### config.mk
export PLATFORM = sky130hd
export DESIGN_NAME = simd_divider
export DESIGN_NICKNAME = d
export VERILOG_FILES = /design/src/rtl/simd_divider.sv
export SDC_FILE = /design/constraint.sdc
export NUM_CORES = 2
export LEC_CHECK = 0
export BUFFER_PORTS_ARGS = -buffer_cell sky130_fd_sc_hd__buf_2
export CORE_ASPECT_RATIO = 0.8
export CORE_MARGIN = 2
export CORE_UTILIZATION = 45
export DETAILED_ROUTE_END_ITERATION = 16
export GPL_TIMING_DRIVEN = 0
export PLACE_DENSITY_LB_ADDON = 0.1
export SLEW_MARGIN = 10
export SYNTH_ARGS = -nofsm -noshare
export SYNTH_HDL_FRONTEND = slang
export SYNTH_SLANG_ARGS = --single-unit
### constraint.sdc
create_clock -name clk -period 10.8 [get_ports clk]
set_input_delay 1.08 -clock clk [delete_from_list [all_inputs] [get_ports clk]]
set_output_delay 1.08 -clock clk [all_outputs]
set_load 0.01 [all_outputs]
### src/rtl/simd_divider.sv
// simd_divider: LANES-wide iterative restoring radix-2 divider. All lanes run in
// lockstep, one quotient bit per cycle. Latency is fixed at WIDTH+2 cycles from
// pop to push, independent of data, op and zero divisors.
//
// Ports:
//   clk, rst        clock (rising edge), asynchronous active-low reset
//   valid / pop     operand-side handshake; pop is combinational, only in idle
//   ready / push    result-side handshake; transfer when push && ready
//   a, b            packed dividends / divisors, lane i at [i*WIDTH +: WIDTH]
//   op              op[0]: signed, op[1]: remainder (else quotient)
//   result          packed per-lane quotient or remainder
//   dz              per-lane divisor-was-zero flags, valid while push is high
module simd_divider #(
    parameter int unsigned WIDTH = 32,
    parameter int unsigned LANES = 4
) (
    input  logic                   clk,
    input  logic                   rst,
    input  logic                   valid,
    output logic                   pop,
    input  logic                   ready,
    output logic                   push,
    input  logic [LANES*WIDTH-1:0] a,
    input  logic [LANES*WIDTH-1:0] b,
    input  logic [1:0]             op,
    output logic [LANES*WIDTH-1:0] result,
    output logic [LANES-1:0]       dz
);

    localparam int unsigned CW = $clog2(WIDTH + 1);

    typedef enum logic [1:0] {StIdle, StIter, StFix, StDone} state_e;

    state_e                   state_q;
    logic [CW-1:0]            cnt_q;
    logic                     rem_mode_q;
    logic                     push_q;
    logic [LANES*WIDTH-1:0]   result_q;
    logic [LANES-1:0]         dz_q;

    // dq_q starts as |a| and shifts out dividend bits while quotient bits shift in
    logic [WIDTH-1:0]         dq_q   [LANES];
    logic [WIDTH-1:0]         rem_q  [LANES];
    logic [WIDTH-1:0]         dvs_q  [LANES];
    logic [WIDTH-1:0]         a_q    [LANES];
    logic [LANES-1:0]         sq_q, sr_q, bz_q, ovf_q;

    logic [WIDTH-1:0]         lane_a [LANES];
    logic [WIDTH-1:0]         lane_b [LANES];
    logic [WIDTH-1:0]         mag_a  [LANES];
    logic [WIDTH-1:0]         mag_b  [LANES];
    logic [LANES-1:0]         sa, sb, bz_d, ovf_d;
    logic [WIDTH:0]           shifted [LANES];
    logic [WIDTH:0]           diff    [LANES];
    logic [WIDTH-1:0]         rem_nxt [LANES];
    logic [WIDTH-1:0]         dq_nxt  [LANES];
    logic [WIDTH-1:0]         q_fix   [LANES];
    logic [WIDTH-1:0]         r_fix   [LANES];
    logic [LANES*WIDTH-1:0]   fix_res;

    // Reset masks valid so nothing is consumed while held in reset
    assign pop    = rst && (state_q == StIdle) && valid;
    assign push   = push_q;
    assign result = result_q;
    assign dz     = dz_q;

    always_comb begin
        fix_res = '0;
        for (int i = 0; i < LANES; i++) begin
            lane_a[i] = a[i*WIDTH +: WIDTH];
            lane_b[i] = b[i*WIDTH +: WIDTH];
            sa[i]     = op[0] & lane_a[i][WIDTH-1];
            sb[i]     = op[0] & lane_b[i][WIDTH-1];
            mag_a[i]  = sa[i] ? -lane_a[i] : lane_a[i];
            mag_b[i]  = sb[i] ? -lane_b[i] : lane_b[i];
            bz_d[i]   = (lane_b[i] == '0);
            ovf_d[i]  = op[0] && (lane_a[i] == {1'b1, {(WIDTH-1){1'b0}}}) && (lane_b[i] == '1);

            // One restoring step: a borrow (diff MSB set) means restore
            shifted[i] = {rem_q[i], dq_q[i][WIDTH-1]};
            diff[i]    = shifted[i] - {1'b0, dvs_q[i]};
            rem_nxt[i] = diff[i][WIDTH] ? shifted[i][WIDTH-1:0] : diff[i][WIDTH-1:0];
            dq_nxt[i]  = {dq_q[i][WIDTH-2:0], ~diff[i][WIDTH]};

            q_fix[i] = sq_q[i] ? -dq_q[i] : dq_q[i];
            r_fix[i] = sr_q[i] ? -rem_q[i] : rem_q[i];
            if (bz_q[i]) begin
                fix_res[i*WIDTH +: WIDTH] = rem_mode_q ? a_q[i] : '1;
            end else if (ovf_q[i]) begin
                fix_res[i*WIDTH +: WIDTH] = rem_mode_q ? '0 : a_q[i];
            end else begin
                fix_res[i*WIDTH +: WIDTH] = rem_mode_q ? r_fix[i] : q_fix[i];
            end
        end
    end

    always_ff @(posedge clk or negedge rst) begin
        if (!rst) begin
            state_q    <= StIdle;
            cnt_q      <= '0;
            rem_mode_q <= 1'b0;
            push_q     <= 1'b0;
            result_q   <= '0;
            dz_q       <= '0;
            sq_q       <= '0;
            sr_q       <= '0;
            bz_q       <= '0;
            ovf_q      <= '0;
            for (int i = 0; i < LANES; i++) begin
                dq_q[i]  <= '0;
                rem_q[i] <= '0;
                dvs_q[i] <= '0;
                a_q[i]   <= '0;
            end
        end else begin
            case (state_q)
                StIdle: begin
                    if (valid) begin
                        rem_mode_q <= op[1];
                        sq_q       <= sa ^ sb;
                        sr_q       <= sa;
                        bz_q       <= bz_d;
                        ovf_q      <= ovf_d;
                        for (int i = 0; i < LANES; i++) begin
                            dq_q[i]  <= mag_a[i];
                            rem_q[i] <= '0;
                            dvs_q[i] <= mag_b[i];
                            a_q[i]   <= lane_a[i];
                        end
                        cnt_q   <= CW'(WIDTH);
                        state_q <= StIter;
                    end
                end
                StIter: begin
                    for (int i = 0; i < LANES; i++) begin
                        dq_q[i]  <= dq_nxt[i];
                        rem_q[i] <= rem_nxt[i];
                    end
                    cnt_q <= cnt_q - CW'(1);
                    if (cnt_q == CW'(1)) begin
                        state_q <= StFix;
                    end
                end
                StFix: begin
                    result_q <= fix_res;
                    dz_q     <= bz_q;
                    push_q   <= 1'b1;
                    state_q  <= StDone;
                end
                StDone: begin
                    if (ready) begin
                        push_q  <= 1'b0;
                        state_q <= StIdle;
                    end
                end
                default: state_q <= StIdle;
            endcase
        end
    end

endmodule

## After elaboration in Yosys (flattened, before gate mapping)

Index checks and enable logic that the tools add are counted.

| storage, ports and cells | value |
|---|---|
| output and inout bits | 134 |
| input port bits | 262 |
| flip-flop bits (word level) | 670 |

| cells by class | value |
|---|---|
| bitwise logic cells | 13 |
| multiplexer cells | 52 |
| eq/ne operators | 15 |
| $add $sub $neg | 21 |
| reduce and logical (&&, ||, !) cells | 21 |

Operators with widths:

| cell | number |
|---|---|
| 32-bit two-way mux | 40 |
| 32-bit negation | 16 |
| 128-bit one-hot mux with 2 select lines | 2 |
| 32-bit equality test (second input constant) | 8 |
| 128-bit two-way mux | 2 |
| 33-bit by 32-bit subtractor with 33-bit output | 4 |
| 32-bit zero test | 4 |
| 6-bit one-hot mux with 2 select lines | 1 |
| 1-bit logical AND | 10 |
| 1-bit AND | 8 |
| 2-bit one-hot mux with 4 select lines | 1 |
| 6-bit by 1-bit equality test with 1-bit output (second input constant) | 1 |
| 2-bit two-way mux | 3 |
| 6-bit two-way mux | 1 |
| 2-bit != test (second input constant) | 3 |
| 2-bit AND reduction | 3 |
| 6-bit by 1-bit subtractor with 6-bit output (second input constant) | 1 |
| 2-bit equality test (second input constant) | 2 |
| 1-bit inverter | 4 |
| 2-bit nonzero test | 2 |
| 4-bit XOR | 1 |
| 3-bit AND reduction | 1 |
| 2-bit by 1-bit equality test with 1-bit output (second input constant) | 1 |
| 2-bit zero test | 1 |
| other kinds (2) | 2 |

## Depth between registers and ports, before layout

| logic depth | value |
|---|---|
| word-level depth | 5 |
| mapped depth | 15 |
| gate-level depth less buffers | 13 |

## Worst setup path before layout

No wires, ideal clock.

| timing path | value |
|---|---|
| path type | input-to-reg |
| from | input b[4] |
| to | register dvs_q[126] (netlist bit) |
| stages on the path | 9 |
| data required time | 10.664 ns |
| setup time | 0.136 ns |
| arrival time | 3.507 ns |
| path slack | 7.157 ns |
| cell sequence | nor4_1 > nand3_1 > or3_1 > nor4_2 > nand2_1 > or4_1 > o41ai_1 > xor2_1 > o21ai_0 |

| between the ends | value |
|---|---|
| word-level cells in the longest chain between the ends | 2 |

RTL lines:

| item | RTL line | text |
|---|---|---|
| start, declared | 24 | `input logic [LANES*WIDTH-1:0] b,` |
| 32-bit negation | 75 | `mag_b[i] = sb[i] ? -lane_b[i] : lane_b[i];` |
| 32-bit two-way mux | 75 |  |
| end signal, assigned by index | 127 | `dvs_q[i] <= mag_b[i];` |
| end, declared | 44 | `logic [WIDTH-1:0] dvs_q [LANES];` |

No other way between the ends.
A chain may end at the register's enable or synchronous reset.

## Worst setup path in the final report

| timing path | value |
|---|---|
| from | register dq_q[31] (netlist bit) |
| to | register dq_q (netlist bit dq_nxt[1]) |

| between the ends | value |
|---|---|
| word-level cells in the longest chain between the ends | 3 |

RTL lines:

| item | RTL line | text |
|---|---|---|
| start, declared | 42 | `logic [WIDTH-1:0] dq_q [LANES];` |
| start signal, assigned by index | 125 | `dq_q[i] <= mag_a[i];` |
| start signal, assigned by index | 136 | `dq_q[i] <= dq_nxt[i];` |
| 33-bit by 32-bit subtractor with 33-bit output | 81 | `diff[i] = shifted[i] - {1'b0, dvs_q[i]};` |
| 1-bit inverter | 83 | `dq_nxt[i] = {dq_q[i][WIDTH-2:0], ~diff[i][WIDTH]};` |
| 128-bit one-hot mux with 2 select lines | 116 | `case (state_q)` |

No other way between the ends.

==> metrics.yaml <==
status: "complete, no violations"
overflow: 0
routed_via_density: 6.06
period_share_pct: 47.7
required_ns: 11.36
synth_edf_count: 0
synth_top_area_share_pct: 35.5
clockBufferDepth: 3
synth.distinct_cells: 84
p_leak_nw: 23.5
hold_buffers: 0
dr.pass1.iters: 9
cts_tree: "yes"
gp_routability_congestion: 1.00
p_total_w: 0.00650
layout_setup_ws_ns: 5.65
grt_pass1_wl_um: 287000
switching_share_pct: 29.4
syn-num-nets: 6392
die_y_um: 294
crit_slowest_cell: "a211oi_1"
power_frac_seq_pct: 41.3
synthToLayoutAreaGrowth_pct: 14.1
track_usage_pct: 35.5
ys_seq_elements: 670
clock-root-buffer: "clkbuf_16"
ant_nets: 0
wl_per_cell_um: 24.8
cp_data_arrival_time_ns: 5.72
antenna_found_initial: 24
dr_total_vias: 48107
synth_area_sq_um: 47200
maxSlewHeadroom_pct: 2.53
dominantRegCellSynth: "dfrtp_1"
cp_max_fo: 10
startpoint_type: "register"
synthCells: 5972
synth_area_leaders: "dfrtp_1 35%, nand2_1 7.8%, xor2_1 6.3%, o21ai_0 6.3%, a21oi_1 6.0%"
finalCriticalPeriod_ns: 5.15
rsz0062_at_grt: "no"
yosysSeqAreaShare_pct: 35.5
cts_resized: 0
io_buffers: 394
final_layout_size_suffix_gt1_share_pct: 9.43
async_flop_share_pct: 100
dp_slack_ns: 5.31
pwr-share-clk_pct: 43.3
grt_pass1_vias: 43930
rows: 106
fmax_ghz: 0.194
dieArea_sq_um: 108000
drv_cap: 0
max-vdd-ir-drop_mv: 0.137
finalWirelength_um: 197000
post-cts-setup-buffers: 0
design.core.area_sq_um: 104000
cp_cell_sequence: "inv_1 -> ha_1 -> fa_1 -> nand2b_1 -> a21oi_1 -> o21ai_0 -> a211oi_1 -> a31oi_1 -> o31ai_1 -> o41ai_1 -> xnor2_1 -> buf_2 -> clkbuf_1 -> nor2_1 -> a221oi_1"
initial_core_util_pct: 45.3
dpl.hpwl_um: 152000
tightest_slew_ns: 1.46
grt_max_degree: 103
synth.largest_area_cell: "dfrtp_1"
numCtsBuffers: 80
cts_htree_levels: 3
power_switching_w: 0.00191
critical_path.max_stage_delay_ns: 0.60
finalSetupTns_ns: 0
skew_ns: 0.0362
cts.clk_slew.worst_paths_ns: 0.06
nets: 6877
hold_class: "in -> async"
drc_errors: 0
drt_iter0_drc: 5872
power_frac_comb_pct: 15.3
maxSlewViolCount: 0
p_int_w: 0.00459
ys.warnings.count: 0
clock_latency_ns: 0.69
setup_viol: 0
p_per_area_nw_per_um2: 121
cts.sink_count: 670
hold_violations: 0
ios: 396
dieWidth_um: 366
syn_avg_cell_area_sq_um: 7.91
crit_path_end_kind: "register"
worstSetupPathType: "reg -> reg"
[synth_stat cells (47+ instances only)]
cell,n
clkbuf_1,323
xnor2_1,227
inv_1,226
nand4_1,53
nor2_1,518
o22ai_1,99
or4_1,47
a21o_1,65
dfrtp_1,670
o41ai_1,62
o21ai_0,594
o31ai_1,115
nand3_1,57
nor3_1,86
mux2i_1,104
a221oi_1,89
xor2_1,340
a21oi_1,564
nand2_1,982
or3_1,64
ha_1,154
[placed cells by master, fill, tap and decap left out, drive strengths merged, types with 99 or more instances in the layout]
| cell | n |
|---|---|
| a21oi | 564 |
| xnor2 | 227 |
| buf | 440 |
| xor2 | 340 |
| ha | 154 |
| inv | 229 |
| mux2i | 104 |
| o31ai | 116 |
| nor2 | 518 |
| o21ai | 596 |
| clkbuf | 438 |
| o22ai | 99 |
| nand2 | 982 |
| dfrtp | 670 |
[cell type report]
class                           count  area [sq um]
Antenna cell                        7          17.5
Buffer                            361          1390
Clock buffer                      114          2320
Clock inverter                     32           310
Fill cell                       10449         50400
Inverter                          227           852
Multi-Input combinational cell   4714         28300
Sequential cell                   670         16800
Tap cell                         1404          1760
Timing Repair Buffer              403          2210
[sequential cells by signal (all words and copies together), names as in the netlist]
register    cells
a_q           128
dvs_q         128
rem_q         128
result        128
dq_nxt        124
cnt_q           6
bz_q            4
dq_q            4
dz              4
ovf_q           4
sq_q            4
sr_q            4
state_q         2
push            1
rem_mode_q      1
[worst paths after layout]
| kind | startpoint | endpoint | slack [ns] | depth (start not counted) |
|---|---|---|---|---|
| hold / removal | rst | rem_q[45] | 0.31 | 1 |
| hold reg to reg | dvs_q[89] | dvs_q[89] | 0.47 | 2 |
| setup / recovery | dq_q[31] | dq_nxt[1] | 5.65 | 15 |
| setup reg to reg | dq_q[31] | dq_nxt[1] | 5.65 | 15 |
| min in group clk | dvs_q[89] | dvs_q[89] | 0.47 | 2 |
| max in group asynchronous | rst | dvs_q[83] | 8.73 | 4 |
[critical path, delay by kind of cell (launching register included)]
family / cells / cell delay [ns]
AND/OR/NAND/NOR: 2 / 0.40
flip-flops: 1 / 0.37
adder cells (fa/ha/maj): 2 / 0.67
AO/OA/AOI/OAI: 7 / 2.24
XOR/XNOR: 1 / 0.27
buffers and inverters: 3 / 1.06
[logic make-up after synthesis]
logic type / after synthesis / synth area share, %
flops: 670 / 35.5
fa+ha+maj: 158 / 4.25
buf+inv: 588 / 4.70
compound gates: 1837 / 23.5
simple gates: 2034 / 19.0
xor+xnor: 567 / 10.5
mux: 118 / 2.54
[through the flow]
step           std cells  util [%]  hold WS (ns)  instance area [sq um]
2_1_floorplan       5972         -         0.439                  47200
3_3_place_gp        7770      48.9         0.460                  51000
3_5_place_dp        7779      49.1         0.465                  51200
4_1_cts             7925      51.7         0.303                  53900
5_1_grt             7928      51.7         0.327                  53900
6_report            7932      51.7         0.310                  53900
[layer usage]
layer	track usage (%)	share of wire (%)
met4	11.8	3.9
met3	10.5	11
met1	51.4	45
met2	50.0	40
met5	0	0.074
[power groups by stage]
| stage | clock [W] | combinational, W | sequential [W] |
|---|---|---|---|
| finish | 0.00282 | 0.000998 | 0.00269 |
| global route | 0.00293 | 0.00109 | 0.00270 |
| CTS | 0.00284 | 0.000988 | 0.00268 |
| detailed placement | 0 | 0.000984 | 0.00273 |
| global placement | 0 | 0.000965 | 0.00273 |
| floorplan | 0 | 0.000639 | 0.00269 |
Power figures use the tool's default switching activity.
